**config.mk**
```make
export PLATFORM = sky130hd
export DESIGN_NAME = item_rle_encoder
export DESIGN_NICKNAME = d
export VERILOG_FILES = /design/src/rtl/item_rle_encoder.sv
export SDC_FILE = /design/constraint.sdc
export NUM_CORES = 1
export LEC_CHECK = 0
export BUFFER_PORTS_ARGS = -buffer_cell sky130_fd_sc_hd__buf_2
export CAP_MARGIN = 20
export CORE_MARGIN = 5
export CORE_UTILIZATION = 40
export CTS_CLUSTER_SIZE = 28
export DETAILED_ROUTE_END_ITERATION = 6
export SETUP_SLACK_MARGIN = 0.3
export SLEW_MARGIN = 25
export SYNTH_ARGS = -nofsm -noshare
export SYNTH_HDL_FRONTEND = slang
export SYNTH_SLANG_ARGS = --single-unit
export TNS_END_PERCENT = 100
```
**constraint.sdc**
```tcl
create_clock -name clk -period 6.9 [get_ports clk]
set_clock_uncertainty 0.15 [all_clocks]
set_input_delay 1.035 -clock clk [delete_from_list [all_inputs] [get_ports clk]]
set_output_delay 1.035 -clock clk [all_outputs]
set_load 0.01 [all_outputs]
```
**src/rtl/item_rle_encoder.sv**
```systemverilog
// rtl/item_rle_encoder.sv - streaming run-length encoder with output record FIFO
module item_rle_encoder #(
    parameter int WIDTH = 8,
    parameter int LEN_W = 8,
    parameter int DEPTH = 4
) (
    input  logic             clk,
    input  logic             reset,
    input  logic [WIDTH-1:0] item_in,
    input  logic             item_valid,
    output logic             item_ready,
    input  logic             flush,
    output logic             busy,
    output logic [WIDTH-1:0] run_value,
    output logic [LEN_W-1:0] run_len,
    output logic             run_valid,
    input  logic             run_ready
);

    localparam int PTR_W = (DEPTH > 1) ? $clog2(DEPTH) : 1;
    localparam int CNT_W = $clog2(DEPTH + 1);
    localparam logic [LEN_W-1:0] MAX_LEN = {LEN_W{1'b1}};
    localparam logic [CNT_W-1:0] FULL_CNT = CNT_W'(DEPTH);

    typedef enum logic {
        ST_IDLE = 1'b0,
        ST_RUN  = 1'b1
    } state_t;

    state_t           state_q, state_d;
    logic [WIDTH-1:0] cur_val_q, cur_val_d;
    logic [LEN_W-1:0] cur_len_q, cur_len_d;
    logic [PTR_W-1:0] wr_ptr_q, wr_ptr_d;
    logic [PTR_W-1:0] rd_ptr_q, rd_ptr_d;
    logic [CNT_W-1:0] count_q, count_d;

    logic [WIDTH-1:0] val_mem_q [DEPTH];
    logic [LEN_W-1:0] len_mem_q [DEPTH];

    logic full;
    logic accept;
    logic pop;
    logic push;

    // item_ready comes only from registered occupancy, never from run_ready
    assign full       = (count_q == FULL_CNT);
    assign item_ready = !full;
    assign run_valid  = (count_q != '0);
    assign accept     = item_valid && item_ready;
    assign pop        = run_valid && run_ready;
    assign busy       = (state_q == ST_RUN);
    assign run_value  = run_valid ? val_mem_q[rd_ptr_q] : '0;
    assign run_len    = run_valid ? len_mem_q[rd_ptr_q] : '0;

    always_comb begin
        state_d   = state_q;
        cur_val_d = cur_val_q;
        cur_len_d = cur_len_q;
        push      = 1'b0;
        case (state_q)
            ST_IDLE: begin
                if (accept) begin
                    cur_val_d = item_in;
                    cur_len_d = LEN_W'(1);
                    state_d   = ST_RUN;
                end
            end
            ST_RUN: begin
                if (accept) begin
                    if ((item_in == cur_val_q) && (cur_len_q != MAX_LEN)) begin
                        cur_len_d = cur_len_q + 1'b1;
                    end else begin
                        // close the current run and open a new one with this item
                        push      = 1'b1;
                        cur_val_d = item_in;
                        cur_len_d = LEN_W'(1);
                    end
                end else if (flush && !full) begin
                    push    = 1'b1;
                    state_d = ST_IDLE;
                end
            end
            default: state_d = ST_IDLE;
        endcase
    end

    always_comb begin
        wr_ptr_d = push ? wr_ptr_q + 1'b1 : wr_ptr_q;
        rd_ptr_d = pop ? rd_ptr_q + 1'b1 : rd_ptr_q;
        count_d  = count_q;
        if (push && !pop) begin
            count_d = count_q + 1'b1;
        end else if (pop && !push) begin
            count_d = count_q - 1'b1;
        end
    end

    always_ff @(posedge clk) begin
        if (reset) begin
            state_q   <= ST_IDLE;
            cur_val_q <= '0;
            cur_len_q <= '0;
            wr_ptr_q  <= '0;
            rd_ptr_q  <= '0;
            count_q   <= '0;
        end else begin
            state_q   <= state_d;
            cur_val_q <= cur_val_d;
            cur_len_q <= cur_len_d;
            wr_ptr_q  <= wr_ptr_d;
            rd_ptr_q  <= rd_ptr_d;
            count_q   <= count_d;
        end
    end

    // Storage needs no reset: outputs are masked while the FIFO is empty
    always_ff @(posedge clk) begin
        if (push) begin
            val_mem_q[wr_ptr_q] <= cur_val_q;
            len_mem_q[wr_ptr_q] <= cur_len_q;
        end
    end

endmodule

```
Word-level counts from Yosys, hierarchy flattened:

Memory sizes are Yosys's and may differ from the RTL's. A register that Yosys moved wholly into a read port is not among the register bits.
Index checks and enable logic that the tools add are counted.

* bits in registers: 24
* bits in writable memories: 64
* output and inout port bits: 19
* word-level logic and storage cells: 59
* memories: 2

* $add $sub $neg: 5
* equal/unequal tests: 6
* mux-type cells: 26
* bitwise operators: 1
* reductions and logical operators: 13

Memory list
* len_mem_q: depth 4, width 8, rd ports 1, clocked after memory_dff 1, wr ports 1, RTL line 38 `logic [LEN_W-1:0] len_mem_q [DEPTH];`
* val_mem_q: depth 4, width 8, rd ports 1, clocked after memory_dff 1, wr ports 1, RTL line 37 `logic [WIDTH-1:0] val_mem_q [DEPTH];`

Operators with widths (count)
* $mux W8: 8
* $pmux W8 S2: 2
* $mux W1: 9
* $add A8 B1 Y8 const B: 1
* $eq A8 B8 Y1: 1
* $mux W2: 4
* $ne A8 B8 Y1 const B: 1
* $logic_and A1 B1 Y1: 6
* $mux W3: 2
* $add A2 B1 Y2 const B: 2
* $ne A2 B2 Y1 const B: 2
* $add A3 B1 Y3 const B: 1
* $eq A3 B3 Y1 const B: 1
* $logic_not A1 Y1: 3
* $reduce_and A3 Y1: 1
* $reduce_bool A3 Y1: 1
* $sub A3 B1 Y3 const B: 1
* $ne A2 B1 Y1 const B: 1
* $pmux W1 S2: 1
* $reduce_and A2 Y1: 1
* $reduce_bool A2 Y1: 1
* $not A1 Y1: 1

Depth between registers and ports, before layout:

Gate-level depths: netlist (run 1).

* word-level depth: 10
* depth in mapped cells: 10

Worst setup path after synthesis (run 1):

Ideal clock, no wire load.

* path kind: input-to-reg
* start point: input item_in[7]
* end point: register count_q[2]
* library setup time: 0.071 ns
* data arrival time: 2.907 ns
* required time: 6.679 ns
* setup slack: 3.773 ns
* stages on the path: 10
* path buffers: 0
* cell sequence: xnor2_1 > nand4_1 > nor2_1 > a31oi_2 > ha_1 > inv_1 > fa_1 > xor2_1 > or3_1 > a21oi_1

* cells in the longest elaborated chain, start to end: 8
* elaborated cells on any way between the ends: 10
* those cells by class: eq/ne (1); mux (4); reduce/logical (5)

Ends and longest elaborated chain
* from (decl): RTL line 9 `input logic [WIDTH-1:0] item_in,`
* $eq A8 B8 Y1 *: RTL line 70 `if ((item_in == cur_val_q) && (cur_len_q != MAX_LEN)) begin`
* $logic_and A1 B1 Y1 *: RTL line 70
* $mux W1 *: RTL line 70
* $mux W1 *: RTL line 69 `if (accept) begin`
* $mux W1 *: RTL line 60 `case (state_q)`
* via push: RTL line 43 `logic push;`
* $logic_not A1 Y1: RTL line 93 `end else if (pop && !push) begin`
* $logic_and A1 B1 Y1: RTL line 93
* $reduce_bool A2 Y1 (no line)
* to (signal assigned): RTL line 112 `count_q <= count_d;`
* to (decl): RTL line 35 `logic [CNT_W-1:0] count_q, count_d;`

The timed path passes the listed nets; every way through them passes the cells marked *.
A chain may end at the register's enable or synchronous reset.

==> impl_metrics.env, run 1 <==
export IMPL_syn_to_final_growth_pct=12.1
export IMPL_synth_edf_count=64
export IMPL_cts_htree_levels=3
export IMPL_required_ns=5.71
export IMPL_nFillCells=815
export IMPL_ys_ff_latch=90
export IMPL_syn_area_per_cell_sq_um=15.4
export IMPL_drtPass1Iterations=4
export IMPL_yosysMostFrequentCell="edfxtp_1"
export IMPL_dp_hpwl_mm=4.35
export IMPL_drt_iter0_drc=111
export IMPL_postSynth_asyncResetShare_pct=0
export IMPL_yosys_mux_area_fraction_pct=12.7
export IMPL_fin_nets=293
export IMPL_ff_latch_area_sq_um=2440
export IMPL_vias=2013
export IMPL_critPathLaunchType="flop"
export IMPL_ys_flop_type="edfxtp_1"
export IMPL_viasPerCell=5.17
export IMPL_syn_num_nets=261
export IMPL_fmax_mhz=295
export IMPL_grt_pass1_vias=2102
export IMPL_synthTopCellsByArea="edfxtp_1 (52%), dfxtp_1 (14%), mux4_2 (9.7%)"
export IMPL_grt_max_degree=28
export IMPL_p_clk_share_pct=25.6
export IMPL_cts_setup_buffers=0
export IMPL_yosys_area_top_type="edfxtp_1"
export IMPL_rows=35
export IMPL_synth_top_family_by_area="multiplexers"
export IMPL_swShare_pct=29.9
export IMPL_crit_fanout=9
export IMPL_rsz0062_at_grt="no"
export IMPL_slew_headroom_pct=36.8
export IMPL_tightestPinTransition_ns=0.948
export IMPL_status="finished clean"
export IMPL_synth_top_cell_area_share_pct=51.9
export IMPL_powerDensity_nw_per_um2=333
export IMPL_grt_overflow_total=0
export IMPL_netlist_instances=241
export IMPL_ys_top_cells_by_count="edfxtp_1 (64), dfxtp_1 (26), and2_1 (22)"
export IMPL_drv_slew=0
export IMPL_dieArea_sq_um=11300
export IMPL_cts_resized_gates=0
export IMPL_cp_end_kind="output port"
export IMPL_synthSimpleGateAreaFrac_pct=10.3
export IMPL_cpPeakStageDelay_ns=0.67
export IMPL_clkTransAtPathRegs_ns=0.09
export IMPL_crit_type="flop to output port"
export IMPL_wl_per_cell_um=17.7
export IMPL_io_pins=32
export IMPL_multi_input_area_sq_um=1190
export IMPL_synth_fa_ha_area_share_pct=2.57
export IMPL_antenna_left=0
export IMPL_fin_crit_sh_pct=49.1
export IMPL_seqPwrFrac_pct=48.2
export IMPL_worstPathArrival_ns=2.20
export IMPL_portBuffers=31
export IMPL_die_w_um=106
export IMPL_track_usage_pct=13.4
export IMPL_route_detailed_drc=0
export IMPL_routed_wl_mm=6.89
export IMPL_comb_power_share_pct=26.2
export IMPL_num_antenna_cells=0
export IMPL_antenna_found_initial=0
export IMPL_leakagePower_nw=1.46
export IMPL_drv_cap=0
export IMPL_peakVddDrop_uv=164
export IMPL_place_congestion=0.775
export IMPL_total_power_mw=1.39
export IMPL_die_h_um=106
export IMPL_switching_power_mw=0.415
export IMPL_synth_compound_area_share_pct=2.84
export IMPL_cp_top_family="flip-flops"
export IMPL_p_int_mw=0.971
export IMPL_cpMaxStageDelayCell="dfxtp_1"
export IMPL_finalCriticalPeriod_ns=3.39
export IMPL_cts_tree="yes"
export IMPL_synth_warnings=0
export IMPL_cts_hold_buf=0
export IMPL_cts_sinks=90
export IMPL_initial_core_util_pct=40.5
export IMPL_synthesis_area_sq_um=3700
export IMPL_clock_path_buffers=2
export IMPL_grt_pass1_wl_mm=11.3
export IMPL_synth_seq_area_share_pct=65.9
export IMPL_synth_distinct_cells=33
export IMPL_setup_viol=0
export IMPL_numCtsBuffers=9
export IMPL_clkLatencyLatePin_ns=0.35
export IMPL_drive_gt1_share_pct=24.1
export IMPL_finalHoldViolCount=0
export IMPL_core_area_sq_um=9150
export IMPL_root_buffer="clkbuf_8"
export IMPL_hp_class="flop to flop"
export IMPL_crit_buf_inv=2
export IMPL_setup_tns_ns=0
export IMPL_synth_xor_area_share_pct=3.78
export IMPL_crit_chain="buf_4, mux4_2, and2_1, buf_2"
## metal layers
layer  wire length (um)  share of wire [%]  up-vias  global-route usage [%]
li1                   -                  -      966                       -
met1               3180                 46      989                    17.6
met2               3280                 48       49                    20.5
met3                312                4.5        9                    3.58
met4                118                1.7        0                    6.38
met5                  0                  0        -                       0
## logic make-up after synthesis
group | after synthesis
adder cells (fa/ha/maj) | 7
XOR/XNOR | 16
multiplexers | 27
AO/OA/AOI/OAI | 14
AND/OR/NAND/NOR | 72
buffers and inverters | 15
flip-flops | 90
## cells in the final DEF (no fill, tap or decap), types with 4 or more instances in the layout
cell      instances
nand3_1           5
buf_2            31
xor2_1            7
inv_1             4
mux2i_1          10
xnor2_1           9
nand2_1           7
a21oi_1           5
nand4_1           4
and2_1           22
edfxtp_1         64
nor2_1           18
clkbuf_8          9
mux4_2           16
dfxtp_1          26
nor3_1            7
ha_1              6
## flip-flops by register name, indices dropped and copies added, names as in the netlist, named ones only
| name | cells |
|---|---|
| busy | 1 |
| count_q | 3 |
| cur_len_q | 8 |
| cur_val_q | 8 |
| len_mem_q | 32 |
| rd_ptr_q | 2 |
| val_mem_q | 32 |
| wr_ptr_q | 2 |
## power by group through the flow
stage	Sequential (mW)	Clock [mW]	Combinational, mW
2_1_floorplan	0.654	0	0.275
3_3_place_gp	0.681	0	0.370
3_5_place_dp	0.683	0	0.372
4_1_cts	0.669	0.366	0.373
5_1_grt	0.677	0.393	0.404
6_report	0.668	0.354	0.363
## area by class of cell
| type | count | area share [%] |
|---|---|---|
| Clock buffer | 9 | 2.98 |
| Multi-Input combinational cell | 136 | 28.8 |
| Clock inverter | 7 | 1.84 |
| Tap cell | 111 | 3.34 |
| Sequential cell | 90 | 58.8 |
| Inverter | 4 | 0.361 |
| Timing Repair Buffer | 32 | 3.92 |
## final timing paths
path / cells after the start / startpoint / endpoint / slack [ns]
max: 4 / flop / run_len[7] / 3.51
min reg2reg: 2 / count_q[2]$_SDFFE_PP0P_ / count_q[2]$_SDFFE_PP0P_ / 0.36
max reg2reg: 9 / cur_len_q[0]$_SDFFE_PP0P_ / count_q[2]$_SDFFE_PP0P_ / 4.00
min: 2 / count_q[2]$_SDFFE_PP0P_ / count_q[2]$_SDFFE_PP0P_ / 0.36
## per-stage QoR
step / setup WS [ns] / std cells / area [sq um] / hold slack, ns / utilization, %
floorplan: 3.77 / 241 / 3700 / 0.311 / -
global placement: 3.49 / 373 / 3950 / 0.326 / 43.2
detailed placement: 3.41 / 373 / 3950 / 0.344 / 43.2
CTS: 3.42 / 389 / 4150 / 0.357 / 45.4
global route: 3.29 / 389 / 4150 / 0.410 / 45.4
finish: 3.51 / 389 / 4150 / 0.360 / 45.4
## worst min-delay path, stage by stage, from the launching register on
cell	delay, ns
dfxtp_1	0.33
o21ai_0	0.07
a21oi_1	0.06
No activity file was read; power rests on OpenSTA's default activity.
==> inputs of run 2 (changes only) <==
clock period = 2.7 ns   (was 6.9 ns; I/O delays follow)
==> run 2 against run 1 <==
Via count is 3.5% higher. Hold slack worse by 0.19 ns. Global-route usage is 0.62 points lower. Clock-buffer cell count is 1 higher. Cell count is 5.4% higher. Sequential cell count stayed put. Setup slack worse by 3.2 ns. Die area stayed put.
==> impl_metrics.env, run 2 (same netlist as run 1, synthesis figures left out) <==
export IMPL_grt_overflow_total=0
export IMPL_powerDensity_nw_per_um2=853
export IMPL_fin_nets=314
export IMPL_timing_rr_start="cur_len_q[3]$_SDFFE_PP0P_"
export IMPL_tightestPinTransition_ns=0.550
export IMPL_drv_slew=0
export IMPL_drt_iter0_drc=75
export IMPL_finalCriticalPeriod_ns=2.37
export IMPL_vias=2084
export IMPL_syn_to_final_growth_pct=19.7
export IMPL_dieArea_sq_um=11300
export IMPL_antenna_found_initial=0
export IMPL_dp_hpwl_mm=4.27
export IMPL_critPathLaunchType="flop"
export IMPL_routed_wl_mm=7.01
export IMPL_leakagePower_nw=1.60
export IMPL_hold_ws_ns=0.171
export IMPL_grt_pass1_wl_mm=10.8
export IMPL_grt_most_used_layer="met2"
export IMPL_final_common_cell="edfxtp_1"
export IMPL_cp_depth=9
export IMPL_peakVddDrop_uv=467
export IMPL_drv_cap=0
export IMPL_finalHoldViolCount=0
export IMPL_rsz0062_at_grt="yes"
export IMPL_required_ns=2.84
export IMPL_grt_met3_usage_pct=2.79
export IMPL_place_congestion=0.717
export IMPL_antenna_left=0
export IMPL_gr_usage_met2_pct=20.7
export IMPL_root_buffer="clkbuf_8"
export IMPL_worstPathArrival_ns=2.52
export IMPL_crit_buf_inv=1
export IMPL_setup_viol=0
export IMPL_clock_path_buffers=2
export IMPL_fin_crit_sh_pct=87.9
export IMPL_hp_class="input pin to flop"
export IMPL_core_area_sq_um=9150
export IMPL_grt_pass1_vias=2008
export IMPL_crit_fanout=6
export IMPL_rows=35
export IMPL_route_detailed_drc=0
export IMPL_cp_top_family="simple AND/OR/NAND/NOR gates"
export IMPL_num_antenna_cells=0
export IMPL_numCtsBuffers=9
export IMPL_fmax_mhz=421
export IMPL_initial_core_util_pct=40.5
export IMPL_cp_end_kind="flop"
export IMPL_die_w_um=106
export IMPL_cts_hold_buf=0
export IMPL_rr_worst_depth=9
export IMPL_reg2reg_to="count_q[2]$_SDFFE_PP0P_"
export IMPL_viasPerCell=5.08
export IMPL_crit_chain="and4_4, nand4_1, a31oi_4, ha_4, inv_1, fa_2, xor2_1, or3_1, a21oi_1"
export IMPL_clkTransAtPathRegs_ns=0.09
export IMPL_io_pins=32
export IMPL_slew_headroom_pct=63.0
export IMPL_cpPeakStageDelay_ns=0.38
export IMPL_regToRegSetupSlack_ns=0.33
export IMPL_cts_htree_levels=3
export IMPL_die_h_um=106
export IMPL_startpoint="cur_len_q[3]$_SDFFE_PP0P_"
export IMPL_cpMaxStageDelayCell="dfxtp_4"
export IMPL_layout_common_cells="edfxtp_1 (64), buf_2 (31), and2_1 (22)"
export IMPL_clkLatencyLatePin_ns=0.36
export IMPL_cts_sinks=90
export IMPL_crit_type="flop to flop"
export IMPL_grt_use_met1_pct=16.4
export IMPL_status="finished clean"
export IMPL_drtPass1Iterations=4
export IMPL_portBuffers=31
export IMPL_grt_max_degree=28
export IMPL_cts_tree="yes"
export IMPL_wl_per_cell_um=17.1
export IMPL_drive_gt1_share_pct=34.1
export IMPL_track_usage_pct=12.7
export IMPL_setup_tns_ns=0
export IMPL_crit_path_end="count_q[2]$_SDFFE_PP0P_"
export IMPL_largest_registers="len_mem_q x32, val_mem_q x32"
-- run 2: cell types whose count changed in the layout (fill, tap and decap cells not counted), sizes merged --
cell	change
buf	+20
clkbuf	+2
inv	-2
bufinv	+1
-- run 2: worst min path at each step --
stage / endpoint / slack, ns / cells past startpoint / startpoint
3_3_place_gp: count_q[2]$_SDFFE_PP0P_ / 0.34 / 2 / count_q[2]$_SDFFE_PP0P_
4_1_cts: cur_val_q[4]$_SDFFE_PP0P_ / 0.16 / 3 / item_in[4]
2_1_floorplan: count_q[2]$_SDFFE_PP0P_ / 0.31 / 2 / count_q[2]$_SDFFE_PP0P_
3_5_place_dp: count_q[2]$_SDFFE_PP0P_ / 0.36 / 2 / count_q[2]$_SDFFE_PP0P_
6_report: cur_val_q[3]$_SDFFE_PP0P_ / 0.17 / 3 / item_in[3]
5_1_grt: cur_val_q[1]$_SDFFE_PP0P_ / 0.18 / 3 / item_in[1]
-- run 2: worst reg2reg max path: stages (launching register included) --
cell and delay [ns]:
dfxtp_4 0.38, and4_4 0.24, nand4_1 0.17, a31oi_4 0.26
ha_4 0.15, inv_1 0.05, fa_2 0.34, xor2_1 0.16
or3_1 0.31, a21oi_1 0.12
-- run 2: power by group --
part	switching (mW)	total, mW	internal, mW	leakage [nW]
Clock	0.470	1.02	0.548	0.112
Sequential	0.0802	1.67	1.59	0.821
Combinational	0.538	1.09	0.556	0.667
-- run 2: area by class of cell --
cell class | instances | area (sq um)
well taps | 111 | 139
multi-input cells | 136 | 1230
flip-flops and latches | 90 | 2470
clock buffers | 10 | 138
clock inverters | 6 | 90.1
fillers | 788 | 4720
inverters | 4 | 15.0
repair buffers | 53 | 350
-- run 2: metal layers --
metal	vias to the layer above	share of wire [%]
met2	42	49
met4	0	1.4
met1	1035	46
met5	-	0
li1	1000	-
met3	7	4.2
-- run 2: repair_timing --
| action | 4_1_cts | 5_1_grt |
|---|---|---|
| cloned | 0 | 1 |
| setup buffers | 1 | 9 |
| pin swaps | 0 | 5 |
| resized for setup | 11 | 6 |
| hold endpoints to repair | 0 | 0 |
| endpoints found under the setup margin | 17 | 17 |
-- run 2: through the flow --
step	power (mW)	std cells	area (sq um)	utilization (%)	setup WS (ns)
final	3.78	410	4430	48.4	0.327
after floorplan	2.38	241	3730	-	0.314
after global placement	2.72	383	4050	44.3	0.263
after CTS	3.76	400	4320	47.2	0.296
after detailed placement	2.74	383	4050	44.3	0.214
after global routing	3.98	410	4430	48.4	0.247
==> inputs of run 3 (changes only) <==
CTS_CLUSTER_DIAMETER = 50   (was default)
RECOVER_POWER = 25   (was default)
SLEW_MARGIN = default   (was 25)
==> run 3 against run 2 <==
Sequential power hardly changed. Clock power hardly changed. Global-route usage stayed put. Register-to-register slack worse by 0.08 ns. Non-clock buffer count stayed put. Routed wire length hardly changed. Sequential cell count stayed put. Combinational power hardly changed. Critical path type unchanged. Total power hardly changed. Largest cell class unchanged.
==> impl_metrics.env, run 3 (same netlist as run 1, synthesis figures left out) <==
export IMPL_wl_per_cell_um=17.1
export IMPL_routed_wl_mm=7.01
export IMPL_p_clk_share_pct=26.9
export IMPL_portBuffers=31
export IMPL_clock_path_buffers=2
export IMPL_clkTransAtPathRegs_ns=0.09
export IMPL_antenna_left=0
export IMPL_drive_gt1_share_pct=32.8
export IMPL_route_detailed_drc=0
export IMPL_syn_to_final_growth_pct=19.4
export IMPL_worstPathArrival_ns=2.60
export IMPL_layout_common_cells="edfxtp_1 (64), buf_2 (31), and2_1 (22)"
export IMPL_drv_slew=0
export IMPL_vias=2082
export IMPL_die_w_um=106
export IMPL_final_cells=410
export IMPL_cp_end_kind="flop"
export IMPL_hp_class="input pin to flop"
export IMPL_finalHoldViolCount=0
export IMPL_status="finished clean"
export IMPL_cts_htree_levels=3
export IMPL_fmax_mhz=407
export IMPL_rsz0062_at_grt="yes"
export IMPL_cts_tree="yes"
export IMPL_clkLatencyLatePin_ns=0.35
export IMPL_grt_max_degree=28
export IMPL_slew_headroom_pct=61.8
export IMPL_grt_pass1_vias=2008
export IMPL_required_ns=2.84
export IMPL_regToRegSetupSlack_ns=0.24
export IMPL_cts_hold_buf=0
export IMPL_drtPass1Iterations=4
export IMPL_setup_tns_ns=0
export IMPL_track_usage_pct=12.7
export IMPL_tightestPinTransition_ns=0.569
export IMPL_io_pins=32
export IMPL_p_int_mw=2.69
export IMPL_root_buffer="clkbuf_8"
export IMPL_largest_registers="len_mem_q x32, val_mem_q x32"
export IMPL_seqPwrFrac_pct=44.2
export IMPL_finalCriticalPeriod_ns=2.46
export IMPL_viasPerCell=5.08
export IMPL_grt_pass1_wl_mm=10.8
export IMPL_num_antenna_cells=0
export IMPL_final_common_cell="edfxtp_1"
export IMPL_dp_slack_ns=0.214
export IMPL_switching_power_mw=1.09
export IMPL_grt_overflow_total=0
export IMPL_utilization_pct=48.3
export IMPL_dp_hpwl_mm=4.27
export IMPL_setup_viol=0
export IMPL_die_h_um=106
export IMPL_crit_type="flop to flop"
export IMPL_core_area_sq_um=9150
export IMPL_initial_core_util_pct=40.5
export IMPL_setup_ws_ns=0.243
export IMPL_powerDensity_nw_per_um2=854
export IMPL_comb_power_share_pct=28.9
export IMPL_drt_iter0_drc=84
export IMPL_fin_crit_sh_pct=91.0
export IMPL_rows=35
export IMPL_fin_nets=314
export IMPL_leakagePower_nw=1.60
export IMPL_crit_fanout=6
export IMPL_peakVddDrop_uv=467
export IMPL_antenna_found_initial=0
export IMPL_numCtsBuffers=9
export IMPL_critPathLaunchType="flop"
export IMPL_swShare_pct=28.8
export IMPL_cts_sinks=90
export IMPL_dieArea_sq_um=11300
export IMPL_placed_cells=383
export IMPL_place_congestion=0.717
export IMPL_drv_cap=0
run 3: cell counts in the layout (fill, tap and decap cells not counted):
Identical to the previous run, type by type.
run 3: timing repair:
item / CTS / global route
resized for setup: 11 / 6
gates cloned: 0 / 1
pin swaps: 0 / 5
setup buffers: 1 / 9
endpoints found under the setup margin: 17 / 17
run 3: through the flow:
stage | hold slack, ns | area [sq um] | power [mW]
after floorplan | 0.311 | 3730 | 2.38
after global placement | 0.338 | 4050 | 2.72
after detailed placement | 0.358 | 4050 | 2.74
after CTS | 0.163 | 4320 | 3.76
after global routing | 0.178 | 4420 | 3.98
final | 0.172 | 4420 | 3.78
run 3: worst paths after layout:
check,startpoint,to,cells past startpoint
hold / removal,item_in[3],cur_val_q[3]$_SDFFE_PP0P_,3
setup / recovery,cur_len_q[3]$_SDFFE_PP0P_,count_q[2]$_SDFFE_PP0P_,9
setup reg to reg,cur_len_q[3]$_SDFFE_PP0P_,count_q[2]$_SDFFE_PP0P_,9
hold reg to reg,count_q[2]$_SDFFE_PP0P_,count_q[2]$_SDFFE_PP0P_,2
run 3: worst max-delay path: stages, from the launching register on:
cell	delay [ns]
dfxtp_1	0.43
and4_4	0.27
nand4_1	0.17
a31oi_4	0.26
ha_4	0.15
inv_1	0.05
fa_2	0.34
xor2_1	0.16
or3_1	0.31
a21oi_1	0.12
run 3: routing by layer:
layer / global-route usage, % / up-vias / wire length, um
met1: 16.4 / 1025 / 3160
met3: 2.79 / 9 / 341
met5: 0 / - / 0
met2: 20.7 / 48 / 3380
met4: 5.83 / 0 / 129
li1: - / 1000 / -
run 3: power by group through the flow:
stage / Sequential, mW / Combinational (mW) / Clock [mW]
after floorplan: 1.67 / 0.711 / 0
after global placement: 1.69 / 1.03 / 0
after detailed placement: 1.69 / 1.04 / 0
after CTS: 1.66 / 1.06 / 1.04
after global routing: 1.68 / 1.21 / 1.09
final: 1.67 / 1.09 / 1.02
run 3: cell type report:
cell class / count / area, sq um
clock buffers: 10 / 138
clock inverters: 6 / 90.1
fillers: 790 / 4730
inverters: 4 / 15.0
multi-input cells: 136 / 1230
flip-flops and latches: 90 / 2460
well taps: 111 / 139
repair buffers: 53 / 350
